`config.mk`:
```
export PLATFORM = sky130hd
export DESIGN_NAME = stonyman_frame_sequencer
export DESIGN_NICKNAME = d
export VERILOG_FILES = /design/src/rtl/stonyman_frame_sequencer.sv
export SDC_FILE = /design/constraint.sdc
export NUM_CORES = 1
export LEC_CHECK = 0
export ABC_CLOCK_PERIOD_IN_PS = 3910
export CAP_MARGIN = 10
export CORE_ASPECT_RATIO = 0.9
export CORE_UTILIZATION = 50
export CTS_BUF_LIST = sky130_fd_sc_hd__clkbuf_4 sky130_fd_sc_hd__clkbuf_8 sky130_fd_sc_hd__clkbuf_16
export DETAILED_ROUTE_END_ITERATION = 7
export PLACE_DENSITY_LB_ADDON = 0.1
export SLEW_MARGIN = 10
export SYNTH_ARGS = -nofsm -noshare
export SYNTH_HDL_FRONTEND = slang
export SYNTH_SLANG_ARGS = --single-unit
```
`constraint.sdc`:
```
create_clock -name clk -period 3.91 [get_ports clk]
set_input_delay 0.782 -clock clk [delete_from_list [all_inputs] [get_ports clk]]
set_output_delay 0.782 -clock clk [all_outputs]
set_load 0.01 [all_outputs]
```
`src/rtl/stonyman_frame_sequencer.sv`:
```
`default_nettype none
// ============================================================================
// Module      : stonyman_frame_sequencer
// Description : Frame-level scheduler for a Stonyman capture. Walks the
//               sensor row/column pointers (resv/incv/resp/incp), waits for
//               each pixel to settle and for FIFO room, then issues one
//               adc_capture_start per pixel. Guards each conversion with a
//               timeout.
// Ports       : clk, reset (async, active-low)
//               frame_start, frame_abort, fifo_full, adc_capture_done (in)
//               adc_capture_start, newline_sample, resv, incv, resp, incp,
//               row_idx[6:0], col_idx[6:0], frame_busy, frame_done,
//               timeout_err (out, all registered)
// Revision    : 1.0 - initial release
// ============================================================================
module stonyman_frame_sequencer #(
    parameter int ROWS          = 112,
    parameter int COLS          = 112,
    parameter int PULSE_CYCLES  = 2,
    parameter int SETTLE_CYCLES = 4,
    parameter int ADC_TIMEOUT   = 255
) (
    input  logic       clk,
    input  logic       reset,
    input  logic       frame_start,
    input  logic       frame_abort,
    input  logic       fifo_full,
    input  logic       adc_capture_done,
    output logic       adc_capture_start,
    output logic       newline_sample,
    output logic       resv,
    output logic       incv,
    output logic       resp,
    output logic       incp,
    output logic [6:0] row_idx,
    output logic [6:0] col_idx,
    output logic       frame_busy,
    output logic       frame_done,
    output logic       timeout_err
);

    typedef enum logic [3:0] {
        S_IDLE      = 4'd0,
        S_RESV      = 4'd1,
        S_ROW_START = 4'd2,
        S_RESP      = 4'd3,
        S_SETTLE    = 4'd4,
        S_WAIT_FIFO = 4'd5,
        S_START     = 4'd6,
        S_WAIT_ADC  = 4'd7,
        S_INCP      = 4'd8,
        S_INCV      = 4'd9,
        S_DONE      = 4'd10
    } state_t;

    localparam logic [7:0] c_PULSE_HI_LAST = 8'(PULSE_CYCLES - 1);
    localparam logic [7:0] c_PULSE_LAST    = 8'(2 * PULSE_CYCLES - 1);
    localparam logic [7:0] c_SETTLE_LAST   = 8'(SETTLE_CYCLES - 1);
    localparam logic [7:0] c_TIMEOUT_LAST  = 8'(ADC_TIMEOUT - 1);
    localparam logic [6:0] c_ROW_LAST      = 7'(ROWS - 1);
    localparam logic [6:0] c_COL_LAST      = 7'(COLS - 1);

    state_t     r_state;
    // Shared timer: pointer pulse phase, settle wait and ADC timeout.
    logic [7:0] r_cnt;

    always_ff @(posedge clk or negedge reset) begin
        if (!reset) begin
            r_state           <= S_IDLE;
            r_cnt             <= 8'd0;
            adc_capture_start <= 1'b0;
            newline_sample    <= 1'b0;
            resv              <= 1'b0;
            incv              <= 1'b0;
            resp              <= 1'b0;
            incp              <= 1'b0;
            row_idx           <= 7'd0;
            col_idx           <= 7'd0;
            frame_busy        <= 1'b0;
            frame_done        <= 1'b0;
            timeout_err       <= 1'b0;
        end else begin
            // Single-cycle strobes default low.
            adc_capture_start <= 1'b0;
            newline_sample    <= 1'b0;
            frame_done        <= 1'b0;

            if (r_state != S_IDLE && frame_abort) begin
                r_state    <= S_IDLE;
                resv       <= 1'b0;
                incv       <= 1'b0;
                resp       <= 1'b0;
                incp       <= 1'b0;
                frame_busy <= 1'b0;
            end else begin
                case (r_state)
                    S_IDLE: begin
                        if (frame_start) begin
                            r_state     <= S_RESV;
                            resv        <= 1'b1;
                            r_cnt       <= 8'd0;
                            row_idx     <= 7'd0;
                            col_idx     <= 7'd0;
                            timeout_err <= 1'b0;
                            frame_busy  <= 1'b1;
                        end
                    end

                    // Pointer pulse states: output high for the first half
                    // of the window, low for the second half, then exit.
                    S_RESV, S_RESP, S_INCP, S_INCV: begin
                        r_cnt <= r_cnt + 8'd1;
                        if (r_cnt == c_PULSE_HI_LAST) begin
                            resv <= 1'b0;
                            incv <= 1'b0;
                            resp <= 1'b0;
                            incp <= 1'b0;
                        end
                        if (r_cnt == c_PULSE_LAST) begin
                            r_cnt <= 8'd0;
                            if (r_state == S_RESV || r_state == S_INCV) begin
                                r_state        <= S_ROW_START;
                                newline_sample <= 1'b1;
                                col_idx        <= 7'd0;
                            end else begin
                                r_state <= S_SETTLE;
                            end
                        end
                    end

                    S_ROW_START: begin
                        r_state <= S_RESP;
                        resp    <= 1'b1;
                        r_cnt   <= 8'd0;
                    end

                    S_SETTLE: begin
                        if (r_cnt == c_SETTLE_LAST) begin
                            r_state <= S_WAIT_FIFO;
                            r_cnt   <= 8'd0;
                        end else begin
                            r_cnt <= r_cnt + 8'd1;
                        end
                    end

                    S_WAIT_FIFO: begin
                        if (!fifo_full) begin
                            r_state           <= S_START;
                            adc_capture_start <= 1'b1;
                        end
                    end

                    S_START: begin
                        r_state <= S_WAIT_ADC;
                        r_cnt   <= 8'd0;
                    end

                    // r_cnt counts completed WAIT_ADC cycles; done on the
                    // final allowed cycle still beats the timeout.
                    S_WAIT_ADC: begin
                        if (adc_capture_done) begin
                            r_cnt <= 8'd0;
                            if (col_idx < c_COL_LAST) begin
                                r_state <= S_INCP;
                                incp    <= 1'b1;
                                col_idx <= col_idx + 7'd1;
                            end else if (row_idx < c_ROW_LAST) begin
                                r_state <= S_INCV;
                                incv    <= 1'b1;
                                row_idx <= row_idx + 7'd1;
                            end else begin
                                r_state    <= S_DONE;
                                frame_done <= 1'b1;
                            end
                        end else if (r_cnt == c_TIMEOUT_LAST) begin
                            r_state     <= S_IDLE;
                            timeout_err <= 1'b1;
                            frame_busy  <= 1'b0;
                        end else begin
                            r_cnt <= r_cnt + 8'd1;
                        end
                    end

                    S_DONE: begin
                        r_state    <= S_IDLE;
                        frame_busy <= 1'b0;
                    end

                    default: begin
                        r_state    <= S_IDLE;
                        frame_busy <= 1'b0;
                    end
                endcase
            end
        end
    end

endmodule
`default_nettype wire

```
==> results_dict.tcl, run 1 <==
set metrics [dict create \
    status "finished clean" \
    cts_root_buffer "clkbuf_8" \
    routabilityCongestion 0.811 \
    maxCapViolCount 0 \
    slew_viol_final 0 \
    synth.area.mux_share_pct 0.943 \
    overflow 0 \
    yosysSeqAreaShare_pct 38.8 \
    port_buffers 28 \
    synth_area_leaders "dfrtp_1 (39%), o21ai_0 (4.4%), nand2_1 (4.0%)" \
    grt_pass1_wl_mm 8.64 \
    fp.dieH_um 65.7 \
    drc 0 \
    stdcell_area_um2 2620 \
    ir_worst_vdd_mv 0.268 \
    final_nets 292 \
    fmax_mhz 356 \
    worstPathRequired_ns 4.08 \
    worstPathArrival_ns 2.99 \
    vias_per_cell 6.21 \
    hold_path_class "register to register" \
    row_count 22 \
    vias 2118 \
    fin_util_pct 62.3 \
    cts_resized 0 \
    async_reset_ff_share_pct 100 \
    antenna_found_initial 0 \
    power_density_nw_per_um2 502 \
    rsz0062_at_grt "false" \
    synth_adder_area_share_pct 2.77 \
    synth_area_leader_cell "dfrtp_1" \
    cp-end-kind "register" \
    dp_cells 334 \
    rrSetupSlack_ns 1.26 \
    initial_core_util_pct 53.5 \
    worstSetupStartpointType "input pin" \
    slew_headroom_pct 36.7 \
    track_usage_pct 23.7 \
    post_cts_buffers 0 \
    yosys-top-cells-count "dfrtp_1 (35), nand2_1 (24), o21ai_0 (20)" \
    clock_latency_ns 0.29 \
    critPathKind "input pin to register" \
    synthSimpleGateAreaFrac_pct 26.1 \
    io_pins 29 \
    synth_top_family_by_area "simple AND/OR/NAND/NOR gates" \
    cts_buffers 5 \
    grt_max_degree 36 \
    synth_edf_count 0 \
    period_share_pct 71.9 \
    cp_max_fo 9 \
    r2r_end "r_state[2]" \
    ys_ff_latch 35 \
    synthCells 259 \
    cts.sinks 35 \
    syn_nets 270 \
    yosysMostFrequentCell "dfrtp_1" \
    first_iter_violations 210 \
    hold_viol 0 \
    ant_nets 0 \
    finalWirelength_mm 5.32 \
    r2r_cells 5 \
    first_global_vias 1873 \
    drive_gt1_share_pct 6.41 \
    place_ws_ns 0.831 \
    worst_pin_slew_ns 0.937 \
    fin_skew_ns 0.00531 \
    yosysUniqueCellTypes 55 \
    htree_levels 2 \
    placed_cell_area_um2 2540 \
    syn_to_final_growth_pct 16.4 \
    setup_ws_ns 1.10 \
    endpoint "r_cnt[5]" \
    synth_top_flop_cell "dfrtp_1" \
    path_clk_slew_ns 0.07 \
    layout.cells.non_filler 341 \
    clockBufferDepth 2 \
    holdWs_ns 0.485 \
    die_x_um 72.8 \
    fp.coreArea_um2 4210 \
    crit_path_start "frame_start" \
    p_leak_nw 1.05 \
    p_total_mw 1.32 \
    r2r_start "r_state[1]" \
    ys_warn_count 0 \
    finalCriticalPeriod_ns 2.81 \
    synth_top_area_share_pct 38.8 \
    synthXorXnorAreaFrac_pct 0.388 \
    synthesis.area_um2 2250 \
    antenna_cells 0 \
    synth-compound-area-share_pct 25.9 \
    first_pass_iters 4 \
    holdBufCountCts 0 \
    wl_per_cell_um 15.6 \
    dp_hpwl_mm 3.72 \
    finalSetupViolCount 0 \
    cts_tree "done" \
    avgSynthCellArea_um2 8.71 \
    dieArea_um2 4780 \
    setup_tns_ns 0 \
]
## layout by cell type (no fill, tap or decap), drive strengths merged, types with 3 or more instances in the layout
| cell | count |
|---|---|
| clkdlybuf4s50 | 27 |
| a221o | 3 |
| o211ai | 4 |
| ha | 5 |
| nand2 | 24 |
| nand4 | 5 |
| and3 | 5 |
| a31oi | 3 |
| a21oi | 17 |
| nor2b | 8 |
| nand2b | 4 |
| o21ai | 20 |
| and2 | 3 |
| o31ai | 5 |
| nand3b | 3 |
| clkbuf | 6 |
| a22o | 9 |
| or4 | 3 |
| nand3 | 11 |
| or3 | 4 |
| nor2 | 15 |
| dfrtp | 35 |
| nor4 | 8 |
| inv | 12 |
| nor3 | 6 |
| o21a | 3 |
## cell type report
class	count	area, um^2
Multi-Input combinational cell	199	1260
Sequential cell	35	876
Inverter	12	45.0
Tap cell	60	75.1
Timing Repair Buffer	28	275
Clock buffer	6	82.6
Clock inverter	1	5.00
Fill cell	394	1590
## kinds of logic (layout without fill, tap and decap cells)
family,Yosys count,in the layout
xor gates and xnor gates,1,1
DFF,35,35
and+or+nand+nor,108,108
AOI/OAI and AO/OA,83,83
muxes,2,2
adders and majority gates,5,5
buffers and inverters,25,47
## sequential cells by signal, indices dropped and copies added (netlist names)
register	count
col_idx	7
r_cnt	8
resv	1
incv	1
r_state	4
resp	1
frame_done	1
timeout_err	1
frame_busy	1
adc_capture_start	1
newline_sample	1
row_idx	7
incp	1
## report_power, final
part	internal [mW]	leakage [nW]	total, mW	switching (mW)
combinational	0.227	0.518	0.556	0.329
clock	0.138	0.0470	0.269	0.131
sequential	0.399	0.481	0.492	0.0925
total	0.765	1.05	1.32	0.553
## critical path, stage by stage
cell	delay [ns]
clkdlybuf4s50_1	0.60
or3b_2	0.47
a221o_1	0.37
a21oi_2	0.36
o21ai_0	0.15
a22o_1	0.25
## worst min path at each step
stage,start,cells after the start,endpoint
floorplan,reset,0,adc_capture_start
global placement,incp,1,incp
detailed placement,incp,1,incp
CTS,incp,1,incp
global route,incp,1,incp
finish,incp,1,incp
## routing by layer
metal,vias to the layer above,track usage [%],routed length (um)
met4,0,9.56,91
met3,11,4.29,304
met2,76,34.0,2280
met1,1012,34.9,2640
met5,-,0,0
li1,1019,-,-
(Power assumes the default switching activity.)
==> run 2: changes to the inputs <==
- ABC_CLOCK_PERIOD_IN_PS: 3910 -> 2500
- clock period: 3.91 -> 2.5 ns (I/O delays scaled with it)
==> run 2 against run 1 <==
Net effect:
- utilization rose by 3.1 points
- register-to-register slack got worse by 0.91 ns
- sequential share of layout area fell by 1.6 points
- clock skew rose by 0.0010 ns
- non-clock buffer count rose by 17
- flip-flop and latch count did not move
- clock power rose by 49%
- total power rose by 70%
- sequential power rose by 42%
- hold slack got worse by 0.21 ns
- highest routed layer unchanged
==> results_dict.tcl, run 2 (same netlist as run 1, synthesis figures left out) <==
set metrics [dict create \
    worst_pin_slew_ns 0.764 \
    antenna_found_initial 0 \
    finalSetupViolCount 0 \
    drc 0 \
    cp-end-kind "register" \
    regMostFlops "r_cnt" \
    slew_viol_final 0 \
    r2r_start "r_cnt[5]" \
    track_usage_pct 25.0 \
    cts_buffers 5 \
    hold_path_class "input pin to asynchronous set/reset pin" \
    first_iter_violations 200 \
    port_buffers 28 \
    cts_root_buffer "clkbuf_8" \
    first_pass_iters 5 \
    setup_tns_ns 0 \
    vias 2214 \
    p_total_mw 2.23 \
    maxCapViolCount 0 \
    critical_path.slowest_cell "clkdlybuf4s50_1" \
    worstPathArrival_ns 2.48 \
    largest_reg_flops 8 \
    fp.dieH_um 65.7 \
    grt_max_degree 36 \
    crit_path_start "frame_start" \
    first_global_vias 1984 \
    worstPathRequired_ns 2.68 \
    cts_tree "done" \
    grt_pass1_wl_mm 9.22 \
    finalWirelength_mm 5.55 \
    drive_gt1_share_pct 12.0 \
    p_leak_nw 1.13 \
    row_count 22 \
    fp.coreArea_um2 4210 \
    setup_ws_ns 0.193 \
    fmax_mhz 434 \
    r2r_cells 5 \
    post_cts_buffers 0 \
    dp_hpwl_mm 4.00 \
    initial_core_util_pct 53.5 \
    power_density_nw_per_um2 811 \
    period_share_pct 92.3 \
    max_stage_delay_ns 0.51 \
    path_clk_slew_ns 0.08 \
    holdWs_ns 0.279 \
    final_cell_mix "dfrtp_1 (35), clkdlybuf4s50_1 (27), nand2_1 (24), o21ai_0 (20), buf_4 (17)" \
    fin_skew_ns 0.00633 \
    dieArea_um2 4780 \
    reg_top3 "r_cnt x8, col_idx x7, row_idx x7" \
    hold_viol 0 \
    status "finished clean" \
    overflow 0 \
    finalCriticalPeriod_ns 2.31 \
    routabilityCongestion 0.887 \
    cp_max_fo 7 \
    die_x_um 72.8 \
    vias_per_cell 6.17 \
    ant_nets 0 \
    clock_latency_ns 0.29 \
    place_ws_ns -0.153 \
    wl_per_cell_um 15.5 \
    antenna_cells 0 \
    rsz0062_at_grt "false" \
    final_nets 309 \
    worstSetupStartpointType "input pin" \
    ir_worst_vdd_mv 0.432 \
    htree_levels 2 \
    cp_cell_sequence "clkdlybuf4s50_1 -> or3b_2 -> a221o_1 -> a21oi_4 -> o21ai_0 -> a22o_1" \
    final_common_cell "dfrtp_1" \
    io_pins 29 \
    cts.sinks 35 \
    critPathKind "input pin to register" \
    clockBufferDepth 2 \
    slew_headroom_pct 49.0 \
    syn_to_final_growth_pct 22.2 \
]
[run 2: cell types whose count changed in the layout (fill, tap and decap cells not counted), sizes merged]
cell	before	now
clkinv	1	3
buf	1	18
clkbuf	6	5
[run 2: area by class of cell]
type                    count  area, um^2
well taps                  60        75.1
clock buffers               5        68.8
multi-input cells         199        1270
fillers                   363        1460
clock inverters             3        15.0
repair buffers             45         403
inverters                  12        45.0
flip-flops and latches     35         876
[run 2: repair_timing]
item / 4_1_cts / 5_1_grt
gates resized for setup: 0 / 1
hold buffers: 0 / 0
setup endpoints to repair: 0 / 3
[run 2: stage by stage]
stage	util [%]	cells	area, um^2
after floorplan	-	259	2250
after global placement	63.3	351	2660
after detailed placement	63.3	351	2660
after CTS	65.2	359	2750
after global routing	65.4	359	2760
final	65.4	359	2760
[run 2: worst paths after layout]
| path | endpoint | slack (ns) |
|---|---|---|
| setup / recovery | r_cnt[5] | 0.19 |
| hold / removal | r_state[2] | 0.28 |
| hold reg to reg | incp | 0.49 |
| setup reg to reg | r_state[2] | 0.35 |
| min in group clk | incp | 0.49 |
| max in group asynchronous | col_idx[4] | 1.74 |
[run 2: worst max-delay path, delay by kind of cell]
| kind | cells | cell delay, ns |
|---|---|---|
| AOI/OAI and AO/OA | 4 | 1.02 |
| buffers and inverters | 1 | 0.51 |
| and+or+nand+nor | 1 | 0.45 |
[run 2: metal layers]
metal | GRT usage [%] | share of wire, % | up-vias
li1 | - | - | 1053
met1 | 36.5 | 49 | 1065
met2 | 37.9 | 45 | 87
met3 | 4.14 | 5.6 | 9
met4 | 7.35 | 1.1 | 0
met5 | 0 | 0 | -
[run 2: report_power, final]
| group | total [mW] | leakage, nW | switching, mW | internal [mW] |
|---|---|---|---|---|
| sequential | 0.700 | 0.481 | 0.0740 | 0.626 |
| clock | 0.401 | 0.0477 | 0.210 | 0.191 |
| combinational | 1.13 | 0.602 | 0.647 | 0.487 |
| total | 2.23 | 1.13 | 0.931 | 1.30 |
